[config.mk]
export PLATFORM = sky130hd
export DESIGN_NAME = dvp_pixel_transmitter
export DESIGN_NICKNAME = d
export VERILOG_FILES = /design/src/rtl/dvp_pixel_transmitter.sv
export SDC_FILE = /design/constraint.sdc
export NUM_CORES = 1
export LEC_CHECK = 0
export CAP_MARGIN = 20
export CORE_MARGIN = 2
export CORE_UTILIZATION = 53
export CTS_CLUSTER_DIAMETER = 60
export DETAILED_ROUTE_END_ITERATION = 7
export GPL_TIMING_DRIVEN = 1
export PLACE_DENSITY = 0.86
export SLEW_MARGIN = 10
export SYNTH_ARGS = -nofsm -noshare
export SYNTH_HDL_FRONTEND = slang
export SYNTH_SLANG_ARGS = --single-unit
[constraint.sdc]
create_clock -name S_AXI_ACLK -period 6.5 [get_ports S_AXI_ACLK]
set_clock_uncertainty 0.05 [all_clocks]
set_input_delay 0.65 -clock S_AXI_ACLK [delete_from_list [all_inputs] [get_ports S_AXI_ACLK]]
set_output_delay 0.65 -clock S_AXI_ACLK [all_outputs]
set_load 0.05 [all_outputs]
[src/rtl/dvp_pixel_transmitter.sv]
// rtl/dvp_pixel_transmitter.sv - RGB565 pixel stream to DVP byte stream with VSYNC/HREF timing
module dvp_pixel_transmitter #(
    parameter int C_S_AXI_DATA_WIDTH = 32,
    parameter int C_PIXEL_DATA_WIDTH = 16,
    parameter int C_H_ACTIVE         = 640,
    parameter int C_H_BLANK          = 144,
    parameter int C_V_SYNC           = 3,
    parameter int C_V_BACK           = 17,
    parameter int C_V_ACTIVE         = 480,
    parameter int C_V_FRONT          = 10
) (
    input  logic                          S_AXI_ACLK,
    input  logic                          S_AXI_ARESETN,
    input  logic [C_S_AXI_DATA_WIDTH-1:0] register_control,
    input  logic [C_PIXEL_DATA_WIDTH-1:0] pixel_data,
    input  logic                          pixel_valid,
    output logic                          pixel_ready,
    output logic [7:0]                    dvp_data,
    output logic                          dvp_href,
    output logic                          dvp_vsync,
    output logic                          frame_done,
    output logic                          underrun
);

    localparam int L     = 2 * C_H_ACTIVE + C_H_BLANK;
    localparam int HW    = (L > 1) ? $clog2(L) : 1;
    localparam int VMAX1 = (C_V_SYNC > C_V_BACK) ? C_V_SYNC : C_V_BACK;
    localparam int VMAX2 = (C_V_ACTIVE > C_V_FRONT) ? C_V_ACTIVE : C_V_FRONT;
    localparam int VMAX  = (VMAX1 > VMAX2) ? VMAX1 : VMAX2;
    localparam int VW    = (VMAX > 1) ? $clog2(VMAX) : 1;

    localparam logic [HW-1:0] H_LAST    = HW'(L - 1);
    localparam logic [HW-1:0] H_ACT_END = HW'(2 * C_H_ACTIVE);
    localparam logic [VW-1:0] VS_LAST   = VW'(C_V_SYNC - 1);
    localparam logic [VW-1:0] VB_LAST   = VW'(C_V_BACK - 1);
    localparam logic [VW-1:0] VA_LAST   = VW'(C_V_ACTIVE - 1);
    localparam logic [VW-1:0] VF_LAST   = VW'(C_V_FRONT - 1);

    typedef enum logic [2:0] {
        ST_IDLE   = 3'd0,
        ST_VSYNC  = 3'd1,
        ST_VBACK  = 3'd2,
        ST_ACTIVE = 3'd3,
        ST_VFRONT = 3'd4
    } state_t;

    state_t                  state, state_nxt;
    logic [HW-1:0]           h_cnt, h_nxt;
    logic [VW-1:0]           v_cnt, v_nxt;
    logic [VW-1:0]           v_last;
    logic                    line_end;

    logic [C_PIXEL_DATA_WIDTH-1:0] hold_data;
    logic                          hold_full;
    logic                          starved;

    logic       enable;
    logic       underrun_clr;
    logic       active_slot, even_slot, starve_now, send_low, accept;
    logic [7:0] data_nxt;
    logic       href_nxt, vsync_nxt, fd_nxt;

    logic unused_ctrl_bits;

    assign enable           = register_control[0];
    assign underrun_clr     = register_control[1];
    assign unused_ctrl_bits = ^register_control[C_S_AXI_DATA_WIDTH-1:2];

    // State and line/pixel counters
    always_ff @(posedge S_AXI_ACLK or negedge S_AXI_ARESETN) begin
        if (!S_AXI_ARESETN) begin
            state <= ST_IDLE;
            h_cnt <= '0;
            v_cnt <= '0;
        end else begin
            state <= state_nxt;
            h_cnt <= h_nxt;
            v_cnt <= v_nxt;
        end
    end

    // Next state: each vertical region lasts its line count, stepping at end of line
    always_comb begin
        state_nxt = state;
        h_nxt     = h_cnt;
        v_nxt     = v_cnt;
        line_end  = (h_cnt == H_LAST);
        v_last    = VS_LAST;
        case (state)
            ST_VSYNC:  v_last = VS_LAST;
            ST_VBACK:  v_last = VB_LAST;
            ST_ACTIVE: v_last = VA_LAST;
            ST_VFRONT: v_last = VF_LAST;
            default:   v_last = VS_LAST;
        endcase
        if (state == ST_IDLE) begin
            if (enable) begin
                state_nxt = ST_VSYNC;
                h_nxt     = '0;
                v_nxt     = '0;
            end
        end else begin
            h_nxt = line_end ? '0 : h_cnt + 1'b1;
            if (line_end) begin
                if (v_cnt == v_last) begin
                    v_nxt = '0;
                    case (state)
                        ST_VSYNC:  state_nxt = ST_VBACK;
                        ST_VBACK:  state_nxt = ST_ACTIVE;
                        ST_ACTIVE: state_nxt = ST_VFRONT;
                        ST_VFRONT: state_nxt = enable ? ST_VSYNC : ST_IDLE;
                        default:   state_nxt = ST_IDLE;
                    endcase
                end else begin
                    v_nxt = v_cnt + 1'b1;
                end
            end
        end
    end

    // Output decode: byte selection, starvation detection and source handshake
    always_comb begin
        active_slot = (state == ST_ACTIVE) && (h_cnt < H_ACT_END);
        even_slot   = active_slot && !h_cnt[0];
        starve_now  = even_slot && !hold_full;
        send_low    = active_slot && h_cnt[0] && !starved && hold_full;
        pixel_ready = (state != ST_IDLE) && (!hold_full || send_low);
        accept      = pixel_valid && pixel_ready;
        data_nxt    = 8'h00;
        if (even_slot && hold_full) begin
            data_nxt = hold_data[C_PIXEL_DATA_WIDTH-1 -: 8];
        end else if (send_low) begin
            data_nxt = hold_data[7:0];
        end
        href_nxt  = active_slot;
        vsync_nxt = (state == ST_VSYNC);
        fd_nxt    = (state == ST_VFRONT) && line_end && (v_cnt == VF_LAST);
    end

    // Registered outputs, holding register and sticky underrun
    always_ff @(posedge S_AXI_ACLK or negedge S_AXI_ARESETN) begin
        if (!S_AXI_ARESETN) begin
            dvp_data   <= 8'h00;
            dvp_href   <= 1'b0;
            dvp_vsync  <= 1'b0;
            frame_done <= 1'b0;
            underrun   <= 1'b0;
            hold_data  <= '0;
            hold_full  <= 1'b0;
            starved    <= 1'b0;
        end else begin
            dvp_data   <= data_nxt;
            dvp_href   <= href_nxt;
            dvp_vsync  <= vsync_nxt;
            frame_done <= fd_nxt;
            starved    <= starve_now;
            if (starve_now) begin
                underrun <= 1'b1;
            end else if (underrun_clr) begin
                underrun <= 1'b0;
            end
            if (accept) begin
                hold_data <= pixel_data;
                hold_full <= 1'b1;
            end else if (send_low) begin
                hold_full <= 1'b0;
            end
        end
    end

endmodule
==> results by group <==
Drt
  – Via count: ~2000
  – Drc violations: 0
  – Number of routed nets with antenna violations: 0
  – Vias per inst: slightly above 6
  – Drt pass-1 iters: 4
  – Wire per inst: 16.6 um
  – Final wirelength: 5.37 mm
  – DR iter-0 viols: about 160

Logic synthesis
  – Main combinational cell family by area after synthesis: simple AND/OR/NAND/NOR gates
  – Most used DFF post-synth: dfrtp_1
  – Yosys warns: 0
  – Mapped cell area: approximately 0.0025 mm^2
  – Post-Synth XOR/XNOR Area: 0.0241
  – Yosys top cell by area: dfrtp_1
  – Synth Register Bits: 53
  – Unique cell type count in the Yosys netlist: 48
  – Ys async rst share: 1.00
  – Synthesized net count: 292
  – Synthesized instance count: roughly 240
  – Compound-Gate Fraction of Synth Area: 0.145
  – Area contributors post-synth: dfrtp_1, mux2_2, a22o_1
  – Synthesized area per cell: between 10 and 15 um^2
  – Post-synthesis simple-gate area fraction: 0.192
  – Register area share after synthesis: 0.521
  – Post-synthesis mux area share: 0.0708
  – Count leader, synth: dfrtp_1
  – Most common library cells after synthesis: dfrtp_1, mux2_2, nand2_1, nor3_1, o21ai_0
  – Post-synth EDFFs: 0
  – Synth top area share: 0.521
  – Adder-Cell Fraction of Synth Area: 0.0147

Clock tree
  – CTS Buf Count: 5
  – CTS Buffer Depth: 2
  – Hold-fix buffers at CTS: 0
  – Clk slew on worst S/H paths: 100 ps
  – CTS sink cnt: 53
  – CTS tree: yes
  – CTS H-tree lvls: 2
  – Root Buffer: clkbuf_8
  – Post-cts resize count: 0
  – Worst-skew pair later-pin latency: between 300 and 400 ps
  – # Post-CTS Setup Buffers: 0

Floorplan
  – Row count: 25
  – Die Y: 73.3 um
  – Num ports: 64
  – Chip width: ~73 um
  – Initial Util: 0.546
  – Core area: between 0.004 and 0.005 mm^2
  – Die area: about 0.0054 mm^2

Run
  – Max-Cap Viols: 0

Place
  – Detailed placement HPWL: approximately 3.9 mm
  – Placement Setup Slack: about 3700 ps
  – Placed cell count: ~320
  – PortBufs: 33
  – Placed Area: 0.00291 mm^2
  – Gpl congestion: around 0.84

Worst setup path
  – FF-to-FF setup slack: just under 4000 ps
  – Cell chain of the critical path: and3b_1 > nand4b_1 > a21oi_1 > clkdlybuf4s50_1
  – Slowest-stage cell, CP: clkdlybuf4s50_1
  – WP data arrival: about 2400 ps
  – Slowest cell delay on critical path: roughly 850 ps
  – Setup CP Type: reg -> out
  – Crit-path max FO: 13
  – Critical Path RT: just under 6000 ps
  – Worst flop-to-flop path startpoint: h_cnt[0]$_DFFE_PN0P_
  – CP Buf/Inv Count: 1
  – CP Capture Type: output pin
  – Crit. Startpoint: state[1]$_DFFE_PN0P_
  – Startpoint types: flop
  – Top delay family on crit path: buffers and inverters

Finish
  – NumNets Final: around 320
  – Area grow syn2layout: 17.6%
  – Layout cells sized above 1: 0.115
  – # diodes: 0
  – Layout Cells excl Fill: roughly 320
  – Final instance area: roughly 0.0030 mm^2

Timing
  – Hold Fails Final Rpt: 0
  – Rel. slew slack: 0.323
  – Final worst slack: 3370 ps
  – RSZ-0062 raised after global routing: false
  – Fin crit share: 0.482
  – Slew Limit Fails: 0
  – Max Freq: between 300 and 400 MHz
  – Setup total negative slack: 0 ps
  – Fin crit period: about 3100 ps
  – Worst-Margin Slew: roughly 1000 ps
  – # setup viols final: 0

Worst hold path
  – Hold Path Class: in -> async

Global route
  – Largest net degree at the start of global routing: 54
  – Initial antenna violation count: 0
  – First-pass GRT wire length: approximately 8.9 mm
  – Global-route usage over all layers: 0.217
  – Overflow after GRT: 0
  – Number of global-route vias before repair: between 1500 and 2000

Power and ir drop
  – Leak pwr: between 1 and 1.5 nW
  – Worst vdd ir: approximately 0.15 mV
  – PwrDens: between 150 and 200 mW/mm^2
  – Tot Pwr: 0.000549 W

Run status
  – Run status: complete, no violations
routing by layer:
| metal | GRT usage | wire length (um) | vias to the layer above |
|---|---|---|---|
| met2 | 0.353 | 2750 | 51 |
| li1 | - | - | 944 |
| met1 | 0.281 | 2350 | 952 |
| met3 | 0.0466 | 177 | 9 |
| met4 | 0.0909 | 98 | 0 |
| met5 | 0 | 0 | - |
cell usage in the layout, fill, tap and decap left out, types with 5 or more instances in the layout:
master,n
xnor2_1,5
o21ai_0,13
dfrtp_1,53
clkdlybuf4s50_1,32
a22o_1,9
clkbuf_8,5
mux2_2,16
nor3_1,14
inv_1,9
a21oi_1,10
nand2_1,16
nand3_1,7
nor2_1,9
o31ai_1,5
layout make-up:
type	instances	area, um^2
flip-flops and latches	53	1330
multi-input cells	165	1140
clock inverters	2	13.8
clock buffers	6	72.6
inverters	9	33.8
fillers	367	1670
well taps	54	67.6
repair buffers	35	340
per-stage QoR:
stage	hold WS [ps]	utilization
floorplan	304	-
global placement	418	0.623
detailed placement	419	0.623
CTS	416	0.642
global route	440	0.642
finish	396	0.642
path summary, 6_finish.rpt:
check | cells after the start | end
min reg2reg | 1 | dvp_data[5]$_DFF_PN0_
max | 4 | pixel_ready
max reg2reg | 5 | v_cnt[4]$_DFFE_PN0P_
max in group asynchronous | 2 | dvp_data[1]$_DFF_PN0_
min | 2 | state[1]$_DFFE_PN0P_
min in group S_AXI_ACLK | 1 | dvp_data[5]$_DFF_PN0_
registers in the layout (all words and copies together), names as in the netlist:
name / count
hold_data: 16
h_cnt: 11
v_cnt: 9
dvp_data: 8
state: 3
dvp_href: 1
dvp_vsync: 1
frame_done: 1
hold_full: 1
starved: 1
underrun: 1
kinds of logic (layout without fill, tap and decap cells):
kind of cell,Yosys count,count (layout)
AOI/OAI and AO/OA,54,54
buffers and inverters,20,52
and+or+nand+nor,85,85
muxes,16,16
xor gates and xnor gates,7,7
adders and majority gates,3,3
DFF,53,53
power breakdown:
group | total (W) | internal (W) | switching, W | leakage (nW)
logic | 0.0000267 | 0.0000143 | 0.0000124 | 0.626
clock network | 0.000185 | 0.0000770 | 0.000108 | 0.0456
registers | 0.000338 | 0.000333 | 0.00000510 | 0.661
Note: power is estimated with default switching activity, not from simulation.
